`config.mk`:
```
export PLATFORM = sky130hd
export DESIGN_NAME = cipher_tx_uart
export DESIGN_NICKNAME = d
export VERILOG_FILES = /design/src/rtl/vernam_pkg.sv /design/src/rtl/tx_fifo.sv /design/src/rtl/cipher_tx_uart.sv
export SDC_FILE = /design/constraint.sdc
export NUM_CORES = 1
export LEC_CHECK = 0
export BUFFER_PORTS_ARGS = -buffer_cell sky130_fd_sc_hd__buf_2
export CAP_MARGIN = 20
export CORE_MARGIN = 2
export CORE_UTILIZATION = 55
export CTS_CLUSTER_DIAMETER = 120
export DETAILED_ROUTE_END_ITERATION = 10
export PLACE_DENSITY = 0.73
export SYNTH_ARGS = -nofsm -noshare
export SYNTH_HDL_FRONTEND = slang
export SYNTH_SLANG_ARGS = --single-unit
```
`constraint.sdc`:
```
create_clock -name clk -period 7.1 [get_ports clk]
set_input_delay 0.71 -clock clk [delete_from_list [all_inputs] [get_ports clk]]
set_output_delay 0.71 -clock clk [all_outputs]
set_load 0.01 [all_outputs]
```
`src/rtl/vernam_pkg.sv`:
```
// Shared constants and types for the ciphertext UART transmitter.
package vernam_pkg;

  localparam logic [7:0] PORT_DATA_ADDR   = 8'h10;
  localparam logic [7:0] PORT_STATUS_ADDR = 8'h11;
  localparam int         OVF_CLR_BIT      = 2;

  typedef enum logic [1:0] {
    IDLE,
    START,
    DATA,
    STOP
  } tx_state_e;

  function automatic logic [3:0] sat_count(
    input logic [4:0] c
  );
    return (c > 5'd15) ? 4'd15 : c[3:0];
  endfunction

endpackage

```
`src/rtl/tx_fifo.sv`:
```
// Byte FIFO buffering ciphertext ahead of the serialiser.
module tx_fifo #(
  parameter  int DEPTH = 8,
  localparam int AW    = $clog2(DEPTH),
  localparam int CW    = AW + 1
) (
  input  logic          clk,
  input  logic          reset,
  input  logic          push,
  input  logic          pop,
  input  logic [7:0]    din,
  output logic [7:0]    dout,
  output logic          full,
  output logic          empty,
  output logic [CW-1:0] count
);

  logic [7:0]    mem_q [DEPTH];
  logic [AW-1:0] wr_q, wr_d;
  logic [AW-1:0] rd_q, rd_d;
  logic [CW-1:0] cnt_q, cnt_d;
  logic          do_push, do_pop;

  assign full    = (cnt_q == CW'(DEPTH));
  assign empty   = (cnt_q == '0);
  assign count   = cnt_q;
  assign dout    = mem_q[rd_q];
  assign do_push = push & ~full;
  assign do_pop  = pop & ~empty;

  always_comb begin
    wr_d  = do_push ? wr_q + AW'(1) : wr_q;
    rd_d  = do_pop ? rd_q + AW'(1) : rd_q;
    cnt_d = cnt_q;
    unique case ({do_push, do_pop})
      2'b10:   cnt_d = cnt_q + CW'(1);
      2'b01:   cnt_d = cnt_q - CW'(1);
      default: cnt_d = cnt_q;
    endcase
  end

  always_ff @(posedge clk) begin
    if (reset) begin
      wr_q  <= '0;
      rd_q  <= '0;
      cnt_q <= '0;
    end else begin
      wr_q  <= wr_d;
      rd_q  <= rd_d;
      cnt_q <= cnt_d;
    end
  end

  always_ff @(posedge clk) begin
    if (do_push) mem_q[wr_q] <= din;
  end

endmodule

```
`src/rtl/cipher_tx_uart.sv`:
```
// Port-mapped 8N1 transmitter draining a ciphertext FIFO,
// with overflow flag and drain-complete interrupt.
module cipher_tx_uart
  import vernam_pkg::*;
#(
  parameter int          CLKS_PER_BIT = 868,
  parameter int          FIFO_DEPTH   = 8,
  parameter logic [7:0]  PORT_DATA    = PORT_DATA_ADDR,
  parameter logic [7:0]  PORT_STATUS  = PORT_STATUS_ADDR
) (
  input  logic       clk,
  input  logic       reset,
  input  logic [7:0] port_id,
  input  logic [7:0] out_port,
  input  logic       write_strobe,
  input  logic       irq_ack,
  output logic [7:0] status,
  output logic       irq,
  output logic       tx
);

  localparam int CW = $clog2(FIFO_DEPTH) + 1;
  localparam int BW = (CLKS_PER_BIT > 2) ?
                      $clog2(CLKS_PER_BIT) : 1;

  tx_state_e     state_q, state_d;
  logic [BW-1:0] baud_q, baud_d;
  logic [2:0]    bit_q, bit_d;
  logic [7:0]    shreg_q, shreg_d;
  logic          tx_q, tx_d;
  logic          irq_q, irq_d;
  logic          ovf_q, ovf_d;

  logic          push_req, push, drop, clr;
  logic          pop, irq_set, last;
  logic          full, empty;
  logic [7:0]    head;
  logic [CW-1:0] count;

  assign push_req = write_strobe & (port_id == PORT_DATA);
  assign push     = push_req & ~full;
  assign drop     = push_req & full;
  assign clr      = write_strobe & (port_id == PORT_STATUS)
                  & out_port[OVF_CLR_BIT];
  assign last     = (baud_q == BW'(CLKS_PER_BIT - 1));

  tx_fifo #(.DEPTH(FIFO_DEPTH)) u_fifo (
    .clk   (clk),
    .reset (reset),
    .push  (push),
    .pop   (pop),
    .din   (out_port),
    .dout  (head),
    .full  (full),
    .empty (empty),
    .count (count)
  );

  always_ff @(posedge clk) begin
    if (reset) begin
      state_q <= IDLE;
      baud_q  <= '0;
      bit_q   <= '0;
      shreg_q <= '0;
      tx_q    <= 1'b1;
      irq_q   <= 1'b0;
      ovf_q   <= 1'b0;
    end else begin
      state_q <= state_d;
      baud_q  <= baud_d;
      bit_q   <= bit_d;
      shreg_q <= shreg_d;
      tx_q    <= tx_d;
      irq_q   <= irq_d;
      ovf_q   <= ovf_d;
    end
  end

  always_comb begin
    state_d = state_q;
    baud_d  = baud_q;
    bit_d   = bit_q;
    shreg_d = shreg_q;
    pop     = 1'b0;
    irq_set = 1'b0;
    unique case (state_q)
      IDLE: begin
        if (!empty) begin
          pop     = 1'b1;
          shreg_d = head;
          baud_d  = '0;
          state_d = START;
        end
      end
      START: begin
        if (last) begin
          baud_d  = '0;
          bit_d   = '0;
          state_d = DATA;
        end else begin
          baud_d = baud_q + BW'(1);
        end
      end
      DATA: begin
        if (last) begin
          baud_d  = '0;
          shreg_d = shreg_q >> 1;
          if (bit_q == 3'd7) state_d = STOP;
          else               bit_d   = bit_q + 3'd1;
        end else begin
          baud_d = baud_q + BW'(1);
        end
      end
      STOP: begin
        if (last) begin
          baud_d = '0;
          // Back-to-back frames: reload straight into START.
          if (!empty) begin
            pop     = 1'b1;
            shreg_d = head;
            state_d = START;
          end else begin
            state_d = IDLE;
            irq_set = ~push;
          end
        end else begin
          baud_d = baud_q + BW'(1);
        end
      end
      default: state_d = IDLE;
    endcase
  end

  always_comb begin
    unique case (state_d)
      START:   tx_d = 1'b0;
      DATA:    tx_d = shreg_d[0];
      default: tx_d = 1'b1;
    endcase
    irq_d = irq_set | (irq_q & ~irq_ack);
    ovf_d = drop | (ovf_q & ~clr);
  end

  assign status = {sat_count(5'(count)), state_q != IDLE,
                   ovf_q, full, empty};
  assign irq    = irq_q;
  assign tx     = tx_q;

endmodule

```
# Word-level counts from Yosys, hierarchy flattened

Memories as Yosys holds them, arrays and structs flattened. A register that Yosys moved wholly into a read port is not among the register bits.
Cells that the tools add are included.

Bits in latches: 0
Register bits: 36
Logic and storage cells: 90
RAM bits: 64
Memories kept: 1
Bits of input ports: 20
Memory bits (read-only): 0

Bitwise gates (word level): 16
Order comparisons: 0
$add $sub $neg: 6
Multipliers: 0
Div/mod/pow operators: 0
Reductions and logical operators: 9
Muxes and demuxes: 30
Equal/unequal tests: 17
Shift-type cells: 0

Memories:

| name         | depth | bits a word | rd ports | clocked after memory_dff | wr ports | RTL line      | RTL |
|---|---|---|---|---|---|---|---|
| u_fifo.mem_q | 8     | 8           | 1        | 1                        | 1        | tx_fifo.sv:18 | `logic [7:0] mem_q [DEPTH];` |

Operators with widths:

| operator                                                         | number |
|---|---|
| 8-bit 2-to-1 mux                                                 | 3 |
| 8-bit case mux with 3 select lines                               | 1 |
| 10-bit 2-to-1 mux                                                | 2 |
| 10-bit case mux with 2 select lines                              | 1 |
| 8-bit by 5-bit == test with 1-bit output (second input constant) | 2 |
| 3-bit 2-to-1 mux                                                 | 5 |
| 10-bit by 1-bit adder with 10-bit output (second input constant) | 1 |
| 10-bit == test (second input constant)                           | 1 |
| 2-bit 2-to-1 mux                                                 | 5 |
| 2-bit inequality test (second input constant)                    | 5 |
| 3-bit by 1-bit adder with 3-bit output (second input constant)   | 3 |
| 1-bit AND                                                        | 9 |
| 2-bit == test (second input constant)                            | 4 |
| 1-bit 2-to-1 mux                                                 | 8 |
| 2-bit case mux with 4 select lines                               | 1 |
| 4-bit case mux with 2 select lines                               | 1 |
| 2-bit by 1-bit == test with 1-bit output (second input constant) | 3 |
| 3-bit case mux with 2 select lines                               | 1 |
| 2-bit nonzero test                                               | 3 |
| 1-bit inverter                                                   | 5 |
| 4-bit by 1-bit adder with 4-bit output (second input constant)   | 1 |
| 4-bit == test (second input constant)                            | 1 |
| 4-bit zero test                                                  | 1 |
| 1-bit case mux with 2 select lines                               | 2 |
| 8 further kinds                                                  | 9 |

# Depth between registers and ports, before layout

Gate-level depths: netlist (run 1).

Word-level depth: 8
Mapped depth: 12

# Cells and area by module

From an unflattened synthesis (run 1), not the netlist that was laid out.

Cells, all modules: 358
Area total of the unflattened synthesis: 4805.9 µm²

Modules (own cells, without submodules):

| module         | cells an instance | instances | area each (µm²) | seq. area each (µm²) |
|---|---|---|---|---|
| tx_fifo        | 167               | 1         | 3150.5          | 2182.1 |
| cipher_tx_uart | 191               | 1         | 1655.3          | 520.5 |

# Worst setup path after synthesis (run 1)

Ideal clock, no wire load.

Path kind: input port to flip-flop
Start point: input port port_id[3]
End point: register u_fifo.cnt_q[2] (netlist: u_fifo.count[2])
Setup time: 0.070 ns
Arrival: 3.256 ns
Stages on the path: 10
Data required time: 7.030 ns
Path slack: 3.774 ns
Path through: or4b_2 > nor4_2 > inv_1 > ha_1 > xor2_1 > ha_1 > a21oi_1 > xor2_1 > or3_1 > a21oi_1

Longest elaborated chain between the ends: 6
Elaborated cells between the ends (all ways): 8
Those cells by class: eq/ne: 3; mux: 1; bitwise: 3; reduce/logical: 1

Ends and longest elaborated chain:

| element                                                                          | RTL line             | RTL |
|---|---|---|
| start: declaration                                                               | cipher_tx_uart.sv:13 | `input logic [7:0] port_id,` |
| 8-bit by 5-bit == test with 1-bit output (*)                                     | cipher_tx_uart.sv:40 | `assign push_req = write_strobe & (port_id == PORT_DATA);` |
| 1-bit AND (*)                                                                    | cipher_tx_uart.sv:40 |  |
| 1-bit AND (*)                                                                    | cipher_tx_uart.sv:41 | `assign push = push_req & ~full;` |
| 1-bit AND (*)                                                                    | tx_fifo.sv:28        | `assign do_push = push & ~full;` |
| 2-bit by 1-bit == test with 1-bit output / 2-bit == test (equally long branches) | tx_fifo.sv:35        | `unique case ({do_push, do_pop})` |
| 4-bit case mux with 2 select lines / 2-bit nonzero test (equally long branches)  | -                    |  |
| end signal: assignment                                                           | tx_fifo.sv:50        | `cnt_q <= cnt_d;` |
| end: declaration                                                                 | tx_fifo.sv:21        | `logic [CW-1:0] cnt_q, cnt_d;` |

Every way passes the cells marked *; elsewhere a longest branch is shown, timed or not.
A chain may end at the register's enable or synchronous reset.

# Final worst setup path (run 1)

Same ends and word-level chain as after synthesis.

==> out/qor.yml, run 1 <==
cts_tree: "built"
grt_pass1_wl_um: 13190
grt_use_met1_pct: 24.91
synth_edf_count: 64
ff_latch_area_um2: 2703
wire_per_inst_um: 16.41
use_met2_pct: 33.74
start_util_pct: 56.22
slowest_stage: "or4b_2"
grt_usage_pct: 19.64
drive_gt1_share_pct: 19.27
fillers: 644
fmax_mhz: 307.9
cts_buffers: 9
hold_path.class: "register to register"
num_rows: 33
antenna_cells: 0
placed_cells: 473
synth_xor_area_share_pct: 2.681
yosysUniqueCellTypes: 52
avgSynthCellArea_um2: 12.92
synth_seq_cells: 103
grt_max_degree: 28
cts.reportedPaths.clkPinSlew_ns: 0.10
ant_nets: 0
crit_arrival_ns: 3.55
crit_path_end_kind: "register"
firstDrtPassIters: 4
cts_setup_buffers: 0
h-tree-depth: 3
fin_skew_ns: 0.01497
grt_setup_unrepaired: "no"
clockRootBuffer: "clkbuf_8"
muxShareOfSynthArea_pct: 10.53
pin_count: 30
ys_async_sr_fraction_pct: 0
synth-warning-count: 0
hold_slack_ns: 0.4634
grt_pass1_vias: 2690
cts.sinks: 103
synth_compound_area_share_pct: 9.384
portBuffers: 29
dieArea_um2: 9060
finalCritPeriodShare_pct: 45.75
cap_violations: 0
core_area_um2: 8134
fin_setup_tns_ns: 0
drt_iter0_drc: 88
use_met3_pct: 4.111
multi_input_area_um2: 1743
synth_fa_ha_area_share_pct: 3.557
hold_viol_final: 0
critPathKind: "input port to register"
cp_max_fo: 6
gp_congestion: 0.8546
worstSkewPairLatency_ns: 0.37
max-vdd-ir-drop_mv: 0.1728
area_growth_pct: 8.864
syn-cell-area_um2: 4573
synth_top_family_by_area: "simple AND/OR/NAND/NOR gates"
setup_viol: 0
die_w_um: 95.19
relSlewSlack_pct: 34.32
path_cells: "buf_2, or4b_2, nor4_2, inv_1, ha_1, xor2_1, ha_1, a21oi_1, xor2_1, or3_1, a21oi_1"
slew_violations: 0
synth_fp_nets: 387
vias: 2795
critPathRequiredTime_ns: 7.40
viasPerCell: 5.716
dp_slack_ns: 3.453
layout_setup_ws_ns: 3.852
num-nets-final: 412
ys_seq_area_share_pct: 59.10
wirelength_um: 8026
leakage_nw: 1.634
dp_hpwl_um: 5455
powerDensity_nw_per_um2: 323.5
antenna_found_initial: 0
gr-max-usage-layer: "met2"
tightest_slew_ns: 0.9839
synth-simple-area-share_pct: 11.96
synthFlopType: "edfxtp_1"
grt_overflow_total: 0
period_minus_slack_ns: 3.248
cp_slowest_stage_delay_ns: 0.71
synthCells: 354
dieHeight_um: 95.19
clock_path_buffers: 2
final_cell_count_no_fill: 489
cts-hold-fix-buffers: 0
cts_resized: 0
drcViolationCount: 0
outcome: "finished clean"
start_kind: "input port"
-- registers in the layout, summed over array words and instances, names as in the netlist, named ones only --
| signal | flops |
|---|---|
| baud_q | 10 |
| bit_q | 3 |
| irq | 1 |
| ovf_q | 1 |
| shreg_q | 8 |
| state_q | 2 |
| tx | 1 |
| u_fifo.count | 4 |
| u_fifo.mem_q | 64 |
| u_fifo.rd_q | 3 |
| u_fifo.wr_q | 3 |
-- layout by cell type, fill, tap and decap left out, drive strengths merged, types with 4 or more instances in the layout --
| cell type | instances |
|---|---|
| a21oi | 18 |
| a22oi | 6 |
| buf | 31 |
| clkbuf | 9 |
| clkinv | 4 |
| dfxtp | 39 |
| edfxtp | 64 |
| ha | 13 |
| inv | 14 |
| mux2i | 11 |
| mux4 | 16 |
| nand2 | 18 |
| nand2b | 7 |
| nor2 | 42 |
| nor3 | 10 |
| nor4 | 6 |
| o21ai | 16 |
| o31ai | 5 |
| or4 | 5 |
| xnor2 | 7 |
| xor2 | 7 |
-- stage by stage --
step                      utilization (%)  power [mW]  area, um^2
after floorplan                         -       1.166        4573
after global placement              58.74       1.251        4778
after detailed placement            58.74       1.269        4778
after CTS                           61.21       1.629        4979
after global routing                61.21       1.718        4979
final                               61.21       1.610        4979
-- layer usage --
metal | vias up | wire [um]
met4 | 0 | 109
met1 | 1367 | 3626
li1 | 1385 | -
met5 | - | 0
met3 | 12 | 200
met2 | 31 | 4090
-- worst max-delay path, delay by kind of cell --
family / cells / cell delay (ns)
buffers and inverters: 2 / 0.24
AND/OR/NAND/NOR: 3 / 1.57
AO/OA/AOI/OAI: 2 / 0.28
adder cells (fa/ha/maj): 2 / 0.50
XOR/XNOR: 2 / 0.26
-- path summary, 6_finish.rpt --
path,slack [ns],cells after the start,end,start
max,3.85,11,u_fifo.count[2],port_id[3]
min,0.46,2,shreg_q[7],shreg_q[7]
max reg2reg,3.87,10,u_fifo.count[2],baud_q[2]
min reg2reg,0.46,2,shreg_q[7],shreg_q[7]
-- layout make-up --
type                       count  share of cell area, %
timing repair buffer          31                  3.217
inverter                      11                 0.8294
sequential                   103                  54.29
multi-input combinational    223                  35.01
clock buffer                   9                  2.488
clock inverter                 7                  1.533
tap                          105                  2.639
-- Yosys cell counts, drive strengths merged (2+ instances only) --
cell type	instances	area (um^2)
edfxtp	64	1922
nor2	42	157.7
dfxtp	39	780.8
a21oi	18	90.09
nand2	18	67.56
mux4	16	360.4
o21ai	16	80.08
ha	13	162.7
clkbuf	11	42.54
mux2i	11	110.1
inv	10	37.54
nor3	10	55.05
nand2b	7	43.79
xnor2	7	61.31
xor2	7	61.31
a22oi	6	45.04
buf	6	43.79
nor4	6	43.79
o31ai	5	37.54
or4	5	41.29
a2111oi	3	63.81
nand3	3	15.01
nand4	3	18.77
nor4b	3	32.53
or3	3	18.77
and2	2	12.51
o41ai	2	17.52
or4b	2	20.02
-- kinds of logic (layout without fill, tap and decap cells) --
kind of cell / count (synthesis) / in the layout
AOI/OAI and AO/OA: 61 / 61
xor gates and xnor gates: 14 / 14
adders and majority gates: 13 / 13
buffers and inverters: 28 / 58
DFF: 103 / 103
muxes: 28 / 28
and+or+nand+nor: 107 / 107
-- power by group --
group,internal [mW],switching [mW]
clock network,0.140,0.222
registers,0.678,0.0737
logic,0.225,0.271
total,1.04,0.567
Power figures use the tool's default switching activity.
==> run 2, diff against run 1 <==
- CORE_UTILIZATION: 55 -> 54
- PLACE_DENSITY: 0.73 -> 0.75
- clock period: 7.1 -> 2.7 ns (I/O delays scaled with it)
==> out/qor.yml, run 2 (synthesis results as in run 1) <==
largest_reg_flops: 64
firstDrtPassIters: 6
finalCritPeriodShare_pct: 100.5
clock_path_buffers: 2
p_int_mw: 3.008
cap_violations: 0
powerDensity_nw_per_um2: 873.2
wire_per_inst_um: 16.73
wirelength_um: 8732
largest_register: "u_fifo.mem_q"
final_util_pct: 64.28
cp_slowest_stage_delay_ns: 0.53
dieArea_um2: 9221
tightest_slew_ns: 0.7080
path_buf_inv: 1
mostFrequentLayoutCells: "edfxtp_1, nor2_1, dfxtp_1"
drcViolationCount: 0
clockRootBuffer: "clkbuf_8"
num_rows: 33
top_regs: "u_fifo.mem_q x64, baud_q x10, shreg_q x8"
crit_arrival_ns: 3.02
worst-path-stages: 9
hold_depth: 1
relSlewSlack_pct: 51.58
dieHeight_um: 96.03
cts.sinks: 103
antenna_cells: 0
outcome: "finished, violations left"
cp_max_fo: 3
path_cells: "or4_4, o41a_1, nor3_4, buf_4, ha_4, mux2i_2, a221oi_2, or4_1, a21oi_2"
hold_viol_final: 0
grt_overflow_total: 0
slowest_stage: "or4_4"
setup_viol: 1
grt_max_degree: 28
critPathKind: "register to register"
violations: "negative setup slack"
crit_path_end_kind: "register"
grt_pass1_wl_um: 14320
layout_setup_ws_ns: -0.01262
grt_setup_unrepaired: "yes"
pin_count: 30
cts_buffers: 9
vias: 2952
h-tree-depth: 3
period_minus_slack_ns: 2.713
worstSkewPairLatency_ns: 0.38
die_w_um: 96.03
cts_tree: "built"
seqPwrFrac_pct: 41.6
combPwrFrac_pct: 37.6
dp_hpwl_um: 5908
final_common_cell: "edfxtp_1"
start_util_pct: 55.66
viasPerCell: 5.655
cts.reportedPaths.clkPinSlew_ns: 0.11
core_area_um2: 8217
fin_skew_ns: 0.01529
max-vdd-ir-drop_mv: 0.4635
drt_iter0_drc: 144
fmax_mhz: 368.6
pwr-share-clk_pct: 20.8
switching_share_pct: 34.78
critPathRequiredTime_ns: 3.01
slew_violations: 0
area_growth_pct: 15.49
grt_usage_pct: 20.89
leakage_nw: 1.812
rr_worst_depth: 9
dp_slack_ns: -0.07115
p_switching_mw: 1.604
hold_path.class: "input port to register"
gp_congestion: 0.7905
portBuffers: 29
drive_gt1_share_pct: 27.82
start_kind: "register"
crit_family: "simple AND/OR/NAND/NOR gates"
grt_pass1_vias: 2882
cts-hold-fix-buffers: 0
num-nets-final: 445
antenna_found_initial: 0
ant_nets: 0
[run 2: area by class of cell]
class,instances,area [um^2]
inverter,11,41.29
multi-input combinational,223,1792
sequential,103,2706
timing repair buffer,64,407.9
clock inverter,7,78.83
clock buffer,9,123.9
tap,105,131.4
fill,622,2935
[run 2: repair_timing]
action,in CTS,in global routing
pin swaps,5,2
gates resized for setup,3,4
endpoints found under the setup margin,2,2
setup buffers,3,1
gates cloned,0,0
endpoints found under the hold margin,0,0
[run 2: through the flow]
step / hold WS (ns) / setup TNS [ns] / cell area, um^2 / instances / total power, mW
3_5_place_dp: 0.4581 / -0.07694 / 5019 / 502 / 3.520
3_3_place_gp: 0.4493 / 0 / 5019 / 502 / 3.462
4_1_cts: 0.1295 / -0.05676 / 5264 / 521 / 4.593
5_1_grt: 0.1493 / -0.1550 / 5281 / 522 / 4.908
6_report: 0.1465 / -0.01262 / 5281 / 522 / 4.612
2_1_floorplan: 0.3689 / -0.2642 / 4596 / 354 / 3.115
[run 2: path summary, 6_finish.rpt]
check	start	end	slack [ns]
worst min-delay path	out_port[5]	u_fifo.mem_q[2][5]	0.15
worst min register to register	shreg_q[7]	shreg_q[7]	0.47
worst max register to register	baud_q[2]	u_fifo.count[3]	-0.01
worst max-delay path	baud_q[2]	u_fifo.count[3]	-0.01
[run 2: layer usage]
| layer | wire, um | global-route usage (%) | share of wire, % | up-vias |
|---|---|---|---|---|
| li1 | - | - | - | 1447 |
| met1 | 3857 | 26.60 | 44 | 1450 |
| met2 | 4541 | 36.52 | 52 | 47 |
| met3 | 238 | 4.464 | 2.7 | 8 |
| met4 | 95 | 5.000 | 1.1 | 0 |
| met5 | 0 | 0 | 0 | - |
[run 2: power by group through the flow]
stage | clock network (mW) | registers (mW) | logic [mW]
2_1_floorplan | 0 | 1.91 | 1.20
3_3_place_gp | 0 | 1.94 | 1.52
3_5_place_dp | 0 | 1.95 | 1.57
4_1_cts | 0.980 | 1.91 | 1.70
5_1_grt | 1.04 | 1.94 | 1.92
6_report | 0.958 | 1.92 | 1.73
